[src/rtl/sm_fv_pingpong_bank_if.sv]
// Stream-capture and line-read bundle for the ping-pong FV bank.
// The master side is the upstream streamer plus the compute-side reader; the slave side is the bank.
interface sm_fv_pingpong_bank_if #(
  parameter int FV_BW  = 32,
  parameter int ADDR_W = 6
);
  logic              strm_valid;
  logic              strm_sos;
  logic              strm_eos;
  logic [ADDR_W-1:0] strm_addr;
  logic [FV_BW-1:0]  strm_data;
  logic              strm_ready;
  logic              rd_req;
  logic [ADDR_W-1:0] rd_addr;
  logic              rd_valid;
  logic [FV_BW-1:0]  rd_data;
  logic              rd_buf_ready;
  logic              rd_done;
  logic              fill_buf_id;
  logic              rd_buf_id;
  logic [ADDR_W:0]   line_cnt;
  logic              proto_err;

  modport master (
    output strm_valid, strm_sos, strm_eos, strm_addr, strm_data,
    output rd_req, rd_addr, rd_done,
    input  strm_ready, rd_valid, rd_data, rd_buf_ready,
    input  fill_buf_id, rd_buf_id, line_cnt, proto_err
  );

  modport slave (
    input  strm_valid, strm_sos, strm_eos, strm_addr, strm_data,
    input  rd_req, rd_addr, rd_done,
    output strm_ready, rd_valid, rd_data, rd_buf_ready,
    output fill_buf_id, rd_buf_id, line_cnt, proto_err
  );
endinterface

[src/rtl/sm_fv_pingpong_bank.sv]
// Two-buffer FV line bank: one buffer captures an sos/eos framed stream while the other serves
// single-cycle-latency reads. Each buffer walks EMPTY -> FILL -> FULL -> EMPTY.
//
// state    | meaning
// ST_EMPTY | free; waits for an sos beat
// ST_FILL  | capturing stream beats
// ST_FULL  | eos seen; readable until rd_done
module sm_fv_pingpong_bank #(
  parameter int FV_BW  = 32,
  parameter int DEPTH  = 64,
  parameter int ADDR_W = 6
) (
  input logic                  clk,
  input logic                  reset,
  sm_fv_pingpong_bank_if.slave bus
);
  typedef enum logic [1:0] {ST_EMPTY, ST_FILL, ST_FULL} buf_st_t;

  buf_st_t           r_st [2];
  logic              r_wr_ptr;
  logic              r_rd_ptr;
  logic              r_rd_valid;
  logic [FV_BW-1:0]  r_rd_data;
  logic [ADDR_W:0]   r_line_cnt;
  logic              r_proto_err;
  logic [FV_BW-1:0]  r_mem [2][DEPTH];

  logic w_ready, w_acc, w_drop, w_restart, w_wr, w_rd_ok, w_release;

  assign w_ready   = (r_st[r_wr_ptr] != ST_FULL);
  assign w_acc     = bus.strm_valid && w_ready;
  assign w_drop    = w_acc && !bus.strm_sos && (r_st[r_wr_ptr] == ST_EMPTY);
  assign w_restart = w_acc && bus.strm_sos && (r_st[r_wr_ptr] == ST_FILL);
  assign w_wr      = w_acc && !w_drop;
  assign w_rd_ok   = (r_st[r_rd_ptr] == ST_FULL);
  assign w_release = bus.rd_done && w_rd_ok;

  // Fill and release never target the same buffer: fill needs EMPTY/FILL, release needs FULL.
  always_ff @(posedge clk) begin
    if (reset) begin
      r_st[0]     <= ST_EMPTY;
      r_st[1]     <= ST_EMPTY;
      r_wr_ptr    <= 1'b0;
      r_rd_ptr    <= 1'b0;
      r_rd_valid  <= 1'b0;
      r_rd_data   <= '0;
      r_line_cnt  <= '0;
      r_proto_err <= 1'b0;
    end else begin
      for (int i = 0; i < 2; i++) begin
        if (w_wr && (r_wr_ptr == 1'(i)))
          r_st[i] <= bus.strm_eos ? ST_FULL : ST_FILL;
        else if (w_release && (r_rd_ptr == 1'(i)))
          r_st[i] <= ST_EMPTY;
      end
      if (w_wr && bus.strm_eos)
        r_wr_ptr <= ~r_wr_ptr;
      if (w_release)
        r_rd_ptr <= ~r_rd_ptr;

      if (w_wr) begin
        if (bus.strm_sos)
          r_line_cnt <= (ADDR_W+1)'(1);
        else if (r_line_cnt < (ADDR_W+1)'(DEPTH))
          r_line_cnt <= r_line_cnt + 1'b1;
      end
      if (w_drop || w_restart)
        r_proto_err <= 1'b1;

      if (bus.rd_req && w_rd_ok) begin
        r_rd_data  <= r_mem[r_rd_ptr][bus.rd_addr];
        r_rd_valid <= 1'b1;
      end else begin
        r_rd_valid <= 1'b0;
      end
    end
  end

  // Line storage carries no reset so it can map onto plain register/RAM cells.
  always_ff @(posedge clk) begin
    if (!reset && w_wr)
      r_mem[r_wr_ptr][bus.strm_addr] <= bus.strm_data;
  end

  assign bus.strm_ready   = w_ready;
  assign bus.rd_buf_ready = w_rd_ok;
  assign bus.rd_valid     = r_rd_valid;
  assign bus.rd_data      = r_rd_data;
  assign bus.fill_buf_id  = r_wr_ptr;
  assign bus.rd_buf_id    = r_rd_ptr;
  assign bus.line_cnt     = r_line_cnt;
  assign bus.proto_err    = r_proto_err;
endmodule
[src/flat_wrapper.sv]
// flat-port wrapper written by rule: the top's interface ports become plain ports
module sm_fv_pingpong_bank_flat 
#(
  parameter int FV_BW  = 32,
  parameter int DEPTH  = 64,
  parameter int ADDR_W = 6
)
  (clk, reset, bus_strm_valid, bus_strm_sos, bus_strm_eos, bus_strm_addr, bus_strm_data, bus_rd_req, bus_rd_addr, bus_rd_done, bus_strm_ready, bus_rd_valid, bus_rd_data, bus_rd_buf_ready, bus_fill_buf_id, bus_rd_buf_id, bus_line_cnt, bus_proto_err);
  sm_fv_pingpong_bank_if #(.FV_BW(FV_BW), .ADDR_W(ADDR_W)) bus_i ();
  input logic clk;
  input logic reset;
  input wire logic [$bits(bus_i.strm_valid)-1:0] bus_strm_valid;
  input wire logic [$bits(bus_i.strm_sos)-1:0] bus_strm_sos;
  input wire logic [$bits(bus_i.strm_eos)-1:0] bus_strm_eos;
  input wire logic [$bits(bus_i.strm_addr)-1:0] bus_strm_addr;
  input wire logic [$bits(bus_i.strm_data)-1:0] bus_strm_data;
  input wire logic [$bits(bus_i.rd_req)-1:0] bus_rd_req;
  input wire logic [$bits(bus_i.rd_addr)-1:0] bus_rd_addr;
  input wire logic [$bits(bus_i.rd_done)-1:0] bus_rd_done;
  output wire logic [$bits(bus_i.strm_ready)-1:0] bus_strm_ready;
  output wire logic [$bits(bus_i.rd_valid)-1:0] bus_rd_valid;
  output wire logic [$bits(bus_i.rd_data)-1:0] bus_rd_data;
  output wire logic [$bits(bus_i.rd_buf_ready)-1:0] bus_rd_buf_ready;
  output wire logic [$bits(bus_i.fill_buf_id)-1:0] bus_fill_buf_id;
  output wire logic [$bits(bus_i.rd_buf_id)-1:0] bus_rd_buf_id;
  output wire logic [$bits(bus_i.line_cnt)-1:0] bus_line_cnt;
  output wire logic [$bits(bus_i.proto_err)-1:0] bus_proto_err;
  assign bus_i.strm_valid = bus_strm_valid;
  assign bus_i.strm_sos = bus_strm_sos;
  assign bus_i.strm_eos = bus_strm_eos;
  assign bus_i.strm_addr = bus_strm_addr;
  assign bus_i.strm_data = bus_strm_data;
  assign bus_i.rd_req = bus_rd_req;
  assign bus_i.rd_addr = bus_rd_addr;
  assign bus_i.rd_done = bus_rd_done;
  assign bus_strm_ready = bus_i.strm_ready;
  assign bus_rd_valid = bus_i.rd_valid;
  assign bus_rd_data = bus_i.rd_data;
  assign bus_rd_buf_ready = bus_i.rd_buf_ready;
  assign bus_fill_buf_id = bus_i.fill_buf_id;
  assign bus_rd_buf_id = bus_i.rd_buf_id;
  assign bus_line_cnt = bus_i.line_cnt;
  assign bus_proto_err = bus_i.proto_err;
  sm_fv_pingpong_bank #(.FV_BW(FV_BW), .DEPTH(DEPTH), .ADDR_W(ADDR_W)) u_core (.clk(clk), .reset(reset), .bus(bus_i));
endmodule
[config.mk]
export PLATFORM = sky130hd
export DESIGN_NAME = sm_fv_pingpong_bank_flat
export DESIGN_NICKNAME = d
export VERILOG_FILES = /design/src/rtl/sm_fv_pingpong_bank_if.sv /design/src/rtl/sm_fv_pingpong_bank.sv /design/src/flat_wrapper.sv
export SDC_FILE = /design/constraint.sdc
export NUM_CORES = 2
export LEC_CHECK = 0
export BUFFER_PORTS_ARGS = -buffer_cell sky130_fd_sc_hd__buf_2
export CORE_ASPECT_RATIO = 1.5
export CORE_MARGIN = 2
export CORE_UTILIZATION = 65
export CTS_CLUSTER_SIZE = 30
export DETAILED_ROUTE_END_ITERATION = 10
export PLACE_DENSITY = 0.78
export SYNTH_ARGS = -nofsm -noshare
export SYNTH_HDL_FRONTEND = slang
export SYNTH_MEMORY_MAX_BITS = 65536
export SYNTH_SLANG_ARGS = --single-unit
[constraint.sdc]
create_clock -name clk -period 8.05 [get_ports clk]
set_input_delay 0 -clock clk [delete_from_list [all_inputs] [get_ports clk]]
set_output_delay 0 -clock clk [all_outputs]
set_load 0.005 [all_outputs]
==> flow_metrics.tcl <==
set metrics [dict create \
    die_x_um 407 \
    initialDrtViolationCount 14983 \
    fp.dieH_um 608 \
    p_leak_uw 0.0537 \
    hp-class "primary input to register" \
    timing.fmax_ghz 0.169 \
    area_delta_synth_final_pct 11.1 \
    nNetsFinal 7586 \
    yosys_warnings 0 \
    ant_nets 0 \
    cts_sinks 4145 \
    drv_cap 1 \
    drt_wl_total_um 463000 \
    multi_input_area_mm2 0.0331 \
    cts.path.max_buffers 4 \
    antenna_found_initial 53 \
    num_rows 221 \
    core_mm2 0.242 \
    critPathArrivalTime_ns 6.63 \
    max_stage_delay_ns 1.12 \
    r2r_setup_slack_ns 2.14 \
    relSlewSlack_pct 0.185 \
    drc 0 \
    pin_count 96 \
    grt_pass1_vias 82747 \
    dieArea_mm2 0.247 \
    gp_congestion 0.958 \
    timing_worst_slew_pin_value_ns 1.50 \
    worstPathMaxFanout 122 \
    n_fill_cell 12888 \
    tns_ns 0 \
    ys_seq_area_share_pct 78.4 \
    viasPerCell 7.54 \
    synth_top_family_by_area "multiplexers" \
    irDropWorstVdd_uv 210 \
    min_period_ns 5.91 \
    num_vias 83416 \
    pwr_density_cell_mw_per_mm2 248 \
    critPathSlowestCell "clkinv_1" \
    clockRootBuffer "clkbuf_16" \
    status "finished, violations left" \
    failed_checks "capacitance limit" \
    crit_type "register to register" \
    clk_latency_ns 0.92 \
    drive_gt1_share_pct 24.8 \
    synthFlopType "edfxtp_1" \
    hold_viol_final 0 \
    syn_inst 7182 \
    cts_tree "yes" \
    synthXorXnorAreaFrac_pct 0.0387 \
    post_dp_cell_area_mm2 0.164 \
    slew_viol_final 0 \
    ys_ff_latch 4145 \
    rr_worst_depth 8 \
    grt_usage_pct 37.7 \
    portBuffers 95 \
    drtPass1Iterations 6 \
    htreeDepth 5 \
    hold_depth 4 \
    cts.repair.resized 0 \
    rr_endpoint "u_core.bus.rd_data[11]" \
    syn_area_per_cell_um2 22.0 \
    synth_simple_gate_area_share_pct 1.86 \
    dp_hpwl_um 256000 \
    yosysUniqueCellTypes 77 \
    cts_buffers 357 \
    fin_crit_sh_pct 73.4 \
    syn-num-nets 7236 \
    final_area_mm2 0.176 \
    cp-end-kind "register" \
    power.total_uw 43600 \
    crit_chain "buf_12 > nor3b_1 > o21a_2 > buf_4 > nand2b_1 > clkinv_1 > o2111ai_1 > o211ai_1" \
    grt_start_max_net_pins 124 \
    required_ns 8.78 \
    grt_pass1_wl_um 638000 \
    setup_slack_ns 2.14 \
    yosys.area_share.adder_pct 0.0237 \
    min_to "u_core.r_mem[1][186]" \
    synth_edf_count 4098 \
    rsz0062_at_grt "false" \
    synth_compound_area_share_pct 3.51 \
    wl_per_cell_um 41.8 \
    setup_viol 0 \
    yosys-mux-area-fraction_pct 14.8 \
    hp-start "bus_strm_addr[2]" \
    startpoint_type "register" \
    synth_area_mm2 0.158 \
    regArea_mm2 0.124 \
    initial_core_util_pct 65.4 \
    dp_slack_ns 2.46 \
    clkTransAtPathRegs_ns 0.07 \
    skew_ns 0.0537 \
    grt_overflow 0 \
    synth-async-reset-ratio_pct 0 \
]
worst max path at each step:
stage,end,slack (ns)
after floorplan,u_core.r_mem[0][928],4.59
after global placement,u_core.bus.rd_data[22],2.62
after detailed placement,u_core.bus.rd_data[22],2.46
after CTS,u_core.bus.rd_data[2],2.39
after global routing,u_core.bus.rd_data[11],2.25
final,u_core.bus.rd_data[11],2.14
metrics by stage:
step                      utilization (%)  hold WS [ns]  cells
after floorplan                         -        0.0989   7182
after global placement               67.7         0.305  10354
after detailed placement             67.7         0.341  10356
after CTS                            72.6       0.00457  11043
after global routing                 72.7        0.0587  11049
final                                72.7        0.0572  11059
worst max-delay path, delay by kind of cell (launching register included):
family          cells  cell delay [ns]
compound gates      3             1.58
flops               1             0.79
simple gates        2             1.08
buf+inv             3             2.10
cell usage after synthesis, types with 21 or more instances:
library cell	number	area (um2)
buf_2	138	691
nand2_1	125	469
mux4_2	891	20100
nor2b_1	30	188
a22oi_1	229	1720
a21oi_1	70	350
o22ai_1	136	851
dfxtp_1	47	941
nand3_1	80	400
edfxtp_1	4098	123000
nor3_1	41	205
nand2b_1	21	131
o221ai_1	21	184
a221oi_1	31	272
mux2i_1	321	3210
nand4_1	27	169
nor2_1	208	781
a32oi_1	21	184
o21ai_0	48	240
buf_4	79	593
buf_6	26	293
clkbuf_1	145	544
a211oi_1	55	413
sequential cells by signal, indices dropped and copies added, names as in the netlist, named ones only:
register and count:
u_core.bus.rd_data 32, u_core.bus.rd_valid 1, u_core.bus.fill_buf_id 1, u_core.bus.rd_buf_id 1, u_core.r_mem 4096, u_core.bus.proto_err 1, u_core.bus.line_cnt 7, u_core.r_st 4
routing by layer:
layer	up-vias	part of all wire (%)	GRT usage (%)
li1	31238	-	-
met1	42741	30	46.7
met2	7811	47	58.1
met3	1590	14	10.8
met4	36	8.6	25.8
met5	-	0.080	0.0986
report_power, final:
part | internal [uW] | total, uW | switching, uW | leakage (uW)
logic | 875 | 2600 | 1730 | 0.0109
clock network | 9500 | 17200 | 7710 | 0.00557
registers | 23700 | 23800 | 82.6 | 0.0372
cells in the final DEF, fill, tap and decap left out, types with 66 or more instances in the layout:
cell type / synthesis / routed
edfxtp_1: 4098 / 4098
mux4_2: 891 / 891
clkbuf_16: 0 / 365
mux2i_1: 321 / 321
buf_4: 79 / 268
a22oi_1: 229 / 229
o22ai_1: 136 / 136
nor2_4: 0 / 131
nand2_1: 125 / 123
nand3_1: 80 / 78
nor2_1: 208 / 76
a21oi_1: 70 / 70
clkbuf_1: 145 / 69
clkinv_2: 0 / 66
final cells by class:
| cell class | count | area share (%) |
|---|---|---|
| diodes | 13 | 0.0185 |
| inverters | 3 | 0.00640 |
| repair buffers | 399 | 1.82 |
| flip-flops and latches | 4145 | 70.5 |
| well taps | 3233 | 2.30 |
| clock buffers | 443 | 5.41 |
| multi-input cells | 2626 | 18.8 |
| clock inverters | 197 | 1.08 |
cells by family (layout without fill, tap and decap cells):
logic type | count (synthesis) | count (layout)
buffers and inverters | 411 | 1042
AOI/OAI and AO/OA | 772 | 772
adders and majority gates | 3 | 3
muxes | 1224 | 1224
DFF | 4145 | 4145
and+or+nand+nor | 620 | 620
xor gates and xnor gates | 7 | 7
other | 0 | 13
what timing repair did:
action	CTS	global route
setup buffers	0	0
hold buffers	47	0
endpoints found under the hold margin	1708	0
Power figures use the tool's default switching activity.
